`src/rtl/mpmc11_cmd_issue.sv`:
```
// Burst command issuer for a DRAM app interface: walks 32-byte strips,
// pairs write data with commands, and counts read returns with a watchdog.
module mpmc11_cmd_issue #(
    parameter int unsigned TMO = 1023
) (
    input  logic         clk,
    input  logic         rst,
    input  logic         req,
    input  logic         we,
    input  logic [31:0]  addr_base,
    input  logic [5:0]   num_strips,
    output logic         app_en,
    output logic [2:0]   app_cmd,
    output logic [31:0]  app_addr,
    input  logic         app_rdy,
    output logic         app_wdf_wren,
    output logic         app_wdf_end,
    output logic [255:0] app_wdf_data,
    output logic [31:0]  app_wdf_mask,
    input  logic         app_wdf_rdy,
    input  logic [255:0] wr_data,
    input  logic [31:0]  wr_mask,
    output logic [5:0]   wr_strip,
    input  logic         app_rd_data_valid,
    output logic [5:0]   rd_strip,
    output logic         busy,
    output logic         done,
    output logic         err
);

    localparam int unsigned CNT_W = 7;
    localparam int unsigned WD_W  = (TMO < 2) ? 1 : $clog2(TMO);

    typedef enum logic [1:0] {
        IDLE  = 2'd0,
        ISSUE = 2'd1,
        DRAIN = 2'd2,
        DONE  = 2'd3
    } state_t;

    state_t           state;
    logic             we_q;
    logic [CNT_W-1:0] n_q;
    logic [31:0]      cmd_addr;
    logic [CNT_W-1:0] cmd_cnt;
    logic [CNT_W-1:0] dat_cnt;
    logic [CNT_W-1:0] ret_cnt;
    logic [WD_W-1:0]  wd_cnt;
    logic             err_q;

    logic             cmd_hs;
    logic             dat_hs;
    logic             ret_inc;
    logic [CNT_W-1:0] cmd_cnt_nx;
    logic [CNT_W-1:0] dat_cnt_nx;
    logic [CNT_W-1:0] ret_cnt_nx;
    logic             unused_addr_lsb;

    // Interface outputs are decoded from registered state only (data passes through).
    assign app_en       = (state == ISSUE) && (cmd_cnt < n_q);
    assign app_cmd      = we_q ? 3'b000 : 3'b001;
    assign app_addr     = cmd_addr;
    assign app_wdf_wren = (state == ISSUE) && we_q && (dat_cnt < n_q);
    assign app_wdf_end  = app_wdf_wren;
    assign app_wdf_data = wr_data;
    assign app_wdf_mask = wr_mask;
    assign wr_strip     = dat_cnt[5:0];
    assign rd_strip     = ret_cnt[5:0];
    assign busy         = (state != IDLE);
    assign done         = (state == DONE);
    assign err          = err_q;

    assign unused_addr_lsb = ^addr_base[4:0];

    // Returns only count inside an active read burst and never past n.
    assign cmd_hs     = app_en & app_rdy;
    assign dat_hs     = app_wdf_wren & app_wdf_rdy;
    assign ret_inc    = ((state == ISSUE) || (state == DRAIN)) && !we_q
                        && app_rd_data_valid && (ret_cnt < n_q);
    assign cmd_cnt_nx = cmd_cnt + CNT_W'(cmd_hs);
    assign dat_cnt_nx = dat_cnt + CNT_W'(dat_hs);
    assign ret_cnt_nx = ret_cnt + CNT_W'(ret_inc);

    always_ff @(posedge clk) begin
        if (rst) begin
            state    <= IDLE;
            we_q     <= 1'b0;
            n_q      <= '0;
            cmd_addr <= '0;
            cmd_cnt  <= '0;
            dat_cnt  <= '0;
            ret_cnt  <= '0;
            wd_cnt   <= '0;
            err_q    <= 1'b0;
        end else begin
            case (state)
                IDLE: begin
                    if (req) begin
                        state    <= ISSUE;
                        we_q     <= we;
                        n_q      <= (num_strips == 6'd0) ? CNT_W'(1) : {1'b0, num_strips};
                        cmd_addr <= {addr_base[31:5], 5'h00};
                        cmd_cnt  <= '0;
                        dat_cnt  <= '0;
                        ret_cnt  <= '0;
                        wd_cnt   <= '0;
                        err_q    <= 1'b0;
                    end
                end
                ISSUE: begin
                    cmd_cnt <= cmd_cnt_nx;
                    dat_cnt <= dat_cnt_nx;
                    ret_cnt <= ret_cnt_nx;
                    if (cmd_hs) begin
                        cmd_addr <= cmd_addr + 32'h20;
                    end
                    if (we_q) begin
                        if ((cmd_cnt_nx == n_q) && (dat_cnt_nx == n_q)) begin
                            state <= DONE;
                        end
                    end else if (cmd_cnt_nx == n_q) begin
                        state  <= (ret_cnt_nx == n_q) ? DONE : DRAIN;
                        wd_cnt <= '0;
                    end
                end
                DRAIN: begin
                    ret_cnt <= ret_cnt_nx;
                    if (ret_cnt_nx == n_q) begin
                        state <= DONE;
                    end else if (app_rd_data_valid) begin
                        wd_cnt <= '0;
                    end else if (wd_cnt == WD_W'(TMO - 1)) begin
                        err_q <= 1'b1;
                        state <= DONE;
                    end else begin
                        wd_cnt <= wd_cnt + WD_W'(1);
                    end
                end
                DONE: begin
                    state <= IDLE;
                end
                default: begin
                    state <= IDLE;
                end
            endcase
        end
    end

endmodule

```
`config.mk`:
```
export PLATFORM = sky130hd
export DESIGN_NAME = mpmc11_cmd_issue
export DESIGN_NICKNAME = d
export VERILOG_FILES = /design/src/rtl/mpmc11_cmd_issue.sv
export SDC_FILE = /design/constraint.sdc
export NUM_CORES = 1
export LEC_CHECK = 0
export ABC_CLOCK_PERIOD_IN_PS = 9600
export CAP_MARGIN = 20
export CORE_AREA = 2 2 264 266
export CTS_CLUSTER_SIZE = 24
export DETAILED_ROUTE_END_ITERATION = 6
export DIE_AREA = 0 0 266 268
export REMOVE_ABC_BUFFERS = 1
export SKIP_CTS_REPAIR_TIMING = 1
export SYNTH_ARGS = -nofsm -noshare
export SYNTH_HDL_FRONTEND = slang
export SYNTH_SLANG_ARGS = --single-unit
```
`constraint.sdc`:
```
create_clock -name clk -period 9.6 [get_ports clk]
set_input_delay 1.92 -clock clk [delete_from_list [all_inputs] [get_ports clk]]
set_output_delay 1.92 -clock clk [all_outputs]
set_load 0.01 [all_outputs]
```
==> flow_summary.toml, run 1 <==
[power_and_ir_drop]
p_leak_nw = 2.18
vdd_ir_drop_max_v = 0.000119
power_density_nw_per_um2 = 222

[finish]
syn_to_final_growth_pct = -1.68
instances_no_fill = 1573
layout.nets = 1047
drive_above_1_share_pct = 6.52
design_area_um2 = 6970

[setup_path]
worstReg2RegEnd = "wd_cnt[9]"
crit_path_start_kind = "input port"
r2r_start = "state[1]"
cpMostUsedCell = "ha_1"
crit_start = "app_rd_data_valid"
critPathMaxFanout = 8
cp-end-kind = "flip-flop"
crit_type = "input port to flip-flop"
reg2reg_depth = 16
slowest_stage = "a221oi_1"
critPathMaxStageDelay_ps = 850
required_ps = 9830
worstPathArrival_ps = 5660
path_cells = "clkdlybuf4s50_1 > nand4_1 > a21oi_1 > ha_1 > ha_1 > nand3_1 > or3_2 > a221oi_1 > or3_1 > and3_1 > mux2_2"
reg2reg_slack_ps = 4650

[sta]
worst_slack_ps = 4170
rsz0062_at_grt = "false"
post-route-period-util_pct = 56.6
tightest_slew_ps = 1040
relSlewSlack_pct = 30.7
fmaxAchievable_mhz = 184
fin_setup_tns_ps = 0
period_minus_slack_ps = 5430
skew_ps = 6.91
finalMaxSlewViolations = 0
finalHoldViolations = 0
finalSetupViolations = 0

[floorplanning]
fp-row-count = 96
coreArea_um2 = 68200
start_util_pct = 10.4
die_width_um = 266
pin_count = 674
fp.dieH_um = 268
die-area_um2 = 71300

[clocking]
cts_buffer_depth = 2
clock_sinks = 68
cts_max_level = 3
cts_made_buffers = 9
clk-insertion-delay-late_ps = 340
cts_tree = "done"
cts.reportedPaths.clkPinSlew_ps = 60
cts-root-buf = "clkbuf_16"

[global_route]
grt_use_total_pct = 30.8
grt_overflow = 0
grt_pass1_wl_um = 126000
antenna_found_initial = 3
grt_pass1_vias = 5460
grt_max_degree = 68

[synthesis]
yosys.cell_count.top_type = "buf_4"
yosys.cell_types.count = 71
synth.area.top_cells = "buf_4 (33%), dfxtp_1 (19%), ha_1 (5.1%)"
ys_warn_count = 0
post_synth_instance_area_um2 = 7090
ys.flop_type = "dfxtp_1"
netlist_top_cells_count = "buf_4 (309), dfxtp_1 (68), nand2_1 (66), nor2_1 (45), a21oi_1 (44)"
synthArstFlopShare_pct = 0
synth_area_leader_cell = "buf_4"
syn_inst = 922
syn_area_per_cell_um2 = 7.69
ys_seq_area_share_pct = 19.2
synth-edff-count = 0
ys_seq_elements = 68
synthDominantCellAreaShare_pct = 32.7

[placed_design]
dpl-instance-area_um2 = 6650
place_congestion = 1.31
io_buffers = 85
dp_cells = 1556
pre_cts_ws_ps = 3890
hpwl_um = 108000

[route]
totalWireLength_um = 113000
postRouteAntennaNets = 0
route.detailed.drc = 0
first_pass_iters = 6
vias_per_cell = 4.15
vias = 6530
drt_iter0_markers = 792
wl_per_cell_um = 71.9

[min_path]
hold_path_class = "flip-flop to flip-flop"
min_from = "app_addr[31]"
hold_end = "app_addr[31]"
min_path_cells = 2

[run]
cap_viol_max_count = 0

[run_status]
status = "complete, no violations"
==> power breakdown <==
part	switching, mW	internal, mW
registers	0.0792	0.338
logic	0.458	0.296
clock network	0.145	0.230
total	0.682	0.863
==> sequential cells by signal (all words and copies together) (netlist names) <==
register	cells
n_q	6
err	1
state	2
app_addr	27
ret_cnt	7
cmd_cnt	7
dat_cnt	7
wd_cnt	10
we_q	1
==> through the flow <==
step	total power, mW	util (%)	hold WS, ps
after detailed placement	1.16	9.74	479
after CTS	1.54	10.2	495
after global placement	1.16	9.74	480
final	1.55	10.2	497
after floorplan	0.838	-	454
after global routing	1.64	10.2	526
==> layout make-up <==
| type | count | area [um2] |
|---|---|---|
| Clock buffer | 9 | 225 |
| Timing Repair Buffer | 92 | 898 |
| Antenna cell | 1 | 2.50 |
| Fill cell | 7927 | 61300 |
| Tap cell | 882 | 1100 |
| Inverter | 16 | 60.1 |
| Clock inverter | 7 | 98.8 |
| Multi-Input combinational cell | 498 | 3220 |
| Sequential cell | 68 | 1360 |
==> metal layers <==
layer / wire length, um / part of all wire (%) / track usage [%] / vias to the layer above
li1: - / - / - / 2428
met1: 13000 / 11 / 9.86 / 2702
met2: 54000 / 48 / 52.7 / 1211
met3: 34100 / 30 / 43.8 / 153
met4: 10300 / 9.1 / 22.5 / 36
met5: 1720 / 1.5 / 17.4 / -
==> placed cells by master, fill, tap and decap left out, types with 10 or more instances in the layout <==
cell,count
o21ai_0,29
xnor2_1,11
a21oi_1,44
o32ai_1,12
nor2_1,45
xor2_1,10
nand2_1,66
a211oi_1,21
dfxtp_1,68
ha_1,28
a31oi_1,14
nor3_1,21
clkdlybuf4s50_1,84
nand3_1,29
inv_1,16
and3_1,11
==> cell families (layout without fill, tap and decap cells) <==
family          Yosys count  count (layout)  synth area share, %
other cells               1               8               0.0529
simple gates            247             247                 17.7
xor+xnor                 22              22                 2.91
flops                    68              68                 19.2
compound gates          186             186                 18.2
fa+ha+maj                29              29                 5.12
buf+inv                 362             124                 35.8
mux                       7               7                 1.01
==> worst max-delay path, delay by kind of cell <==
kind,cells,cell delay (ps)
buffers and inverters,1,670
muxes,1,330
AOI/OAI and AO/OA,2,990
and+or+nand+nor,5,1240
adders and majority gates,2,510
==> worst max-delay path by stage <==
stage,cells past startpoint,slack [ps],endpoint
6_report,11,4170,state[0]
5_1_grt,11,3980,state[0]
4_1_cts,11,4230,state[0]
3_5_place_dp,11,3890,state[0]
3_3_place_gp,11,3910,state[0]
2_1_floorplan,14,4220,wd_cnt[9]
(Power assumes the default switching activity.)
==> inputs of run 2 (changes only) <==
- ABC_CLOCK_PERIOD_IN_PS: 9600 -> 4850
- CORE_AREA: 2 2 264 266 -> 2 2 259 261
- DIE_AREA: 0 0 266 268 -> 0 0 261 263
- clock period: 9.6 -> 4.85 ns (I/O delays scaled with it)
==> run 2 against run 1 <==
Net effect:
- global-route usage rose by 1.9 points
- die area down 3.7%
- core utilization up 0.48 points
- via count is 0.49% lower
- combinational power rose by 110%
- design area rose by 0.68%
- sequential power grew 96%
- non-clock buffer count is 11 higher
- worst hold slack improved by 1.8 ps
- clock power increased by 97%
- critical endpoint is now wd_cnt[9]
- largest power group unchanged
==> flow_summary.toml, run 2 (synthesis results as in run 1) <==
[run_status]
status = "complete, no violations"

[route]
vias = 6498
first_pass_iters = 5
totalWireLength_um = 116000
vias_per_cell = 4.15
postRouteAntennaNets = 0
drt_iter0_markers = 687
route.detailed.drc = 0
wl_per_cell_um = 74.1

[setup_path]
critPathMaxStageDelay_ps = 560
path_cells = "inv_1 > ha_1 > a2111oi_0 > o21a_1 > and2_1 > ha_1 > nand2_1 > or3_4 > a2111oi_4 > a31oi_4 > or4_4 > or4b_1 > a21oi_1"
cpMostUsedCell = "ha_1"
crit_type = "flip-flop to flip-flop"
cp-end-kind = "flip-flop"
crit_path_start_kind = "flip-flop"
required_ps = 5120
critPathMaxFanout = 7
cp_num_buf_inv = 1
worstPathArrival_ps = 4750
crit_family = "simple AND/OR/NAND/NOR gates"
slowest_stage = "or4_4"

[min_path]
hold_path_class = "flip-flop to flip-flop"

[clocking]
clock_sinks = 68
cts_made_buffers = 9
cts_tree = "done"
cts_buffer_depth = 2
cts_max_level = 3
cts-root-buf = "clkbuf_16"
cts.reportedPaths.clkPinSlew_ps = 70
clk-insertion-delay-late_ps = 350

[finish]
drive_above_1_share_pct = 7.86
syn_to_final_growth_pct = -1.01
antenna_cells = 0
instances_no_fill = 1564
layout_common_cells = "clkdlybuf4s50_1 (84), dfxtp_1 (68), nand2_1 (66), nor2_1 (45), a21oi_1 (44)"
layout.nets = 1058
mostFrequentLayoutCell = "clkdlybuf4s50_1"
largest_register_ffs = 27

[placed_design]
place_congestion = 1.26
pre_cts_ws_ps = 427
io_buffers = 85
dp_cells = 1549
hpwl_um = 109000

[sta]
fmaxAchievable_mhz = 223
finalMaxSlewViolations = 0
rsz0062_at_grt = "false"
period_minus_slack_ps = 4480
finalHoldViolations = 0
finalSetupViolations = 0
post-route-period-util_pct = 92.3
relSlewSlack_pct = 37.6
skew_ps = 10.1
tightest_slew_ps = 932
worst_slack_ps = 374

[floorplanning]
fp.dieH_um = 263
die-area_um2 = 68600
fp-row-count = 94
pin_count = 674
die_width_um = 261
start_util_pct = 10.8
coreArea_um2 = 65600

[power_and_ir_drop]
power_density_nw_per_um2 = 447
vdd_ir_drop_max_v = 0.000210
p_leak_nw = 2.23

[run]
cap_viol_max_count = 0

[global_route]
antenna_found_initial = 7
grt_overflow = 0
grt_max_degree = 67
grt_pass1_wl_um = 128000
grt_pass1_vias = 5554
grt_use_total_pct = 32.8
==> run 2: changes by cell type in the layout (fill, tap and decap cells not counted), sizes merged <==
| cell | before | now |
|---|---|---|
| clkinvlp | 1 | 2 |
| diode | 1 | 0 |
| clkinv | 2 | 1 |
| buf | 8 | 19 |
| inv | 18 | 17 |
==> run 2: per-stage QoR <==
step / hold WS [ps] / util [%] / cell area, um2 / total power [mW] / TNS (ps)
CTS: 495 / 10.7 / 7020 / 3.13 / 0
floorplan: 454 / - / 4640 / 1.66 / -2880
global placement: 482 / 10.2 / 6710 / 2.37 / 0
detailed placement: 481 / 10.2 / 6710 / 2.38 / 0
finish: 498 / 10.7 / 7020 / 3.14 / 0
global route: 523 / 10.7 / 7020 / 3.31 / 0
==> run 2: metal layers <==
layer,vias up,track usage [%],routed length (um)
met3,198,45.0,33600
met1,2795,10.6,13400
met5,-,16.0,1570
met2,1012,52.2,52200
met4,42,33.6,15200
li1,2451,-,-
==> run 2: path summary, 6_finish.rpt <==
path	startpoint	end	slack, ps	depth (start not counted)
setup reg to reg	n_q[5]	wd_cnt[9]	370	13
hold reg to reg	app_addr[31]	app_addr[31]	500	2
setup / recovery	n_q[5]	wd_cnt[9]	370	13
hold / removal	app_addr[31]	app_addr[31]	500	2
==> run 2: power breakdown <==
group | leakage [nW] | total, mW | switching [mW] | internal (mW)
registers | 0.553 | 0.817 | 0.148 | 0.669
clock network | 0.148 | 0.736 | 0.287 | 0.449
logic | 1.53 | 1.58 | 0.956 | 0.629
==> run 2: layout make-up <==
type                       instances  area [um2]
sequential                        68        1360
tap                              864        1080
inverter                          16        60.1
multi-input combinational        498        3220
fill                            7661       58600
clock inverter                     6        88.8
timing repair buffer             103         981
clock buffer                       9         225
==> run 2: worst register-to-register path, delay by kind of cell, from the launching register on <==
kind            cells  cell delay (ps)
compound gates      5             1520
fa+ha+maj           2              550
buf+inv             1              190
flops               1              430
simple gates        5             1720
==> inputs of run 3 (changes only) <==
- HOLD_SLACK_MARGIN: not set -> 0.1
==> results of run 3 <==
Final layout, timing and power as in run 2 (identical DEF).
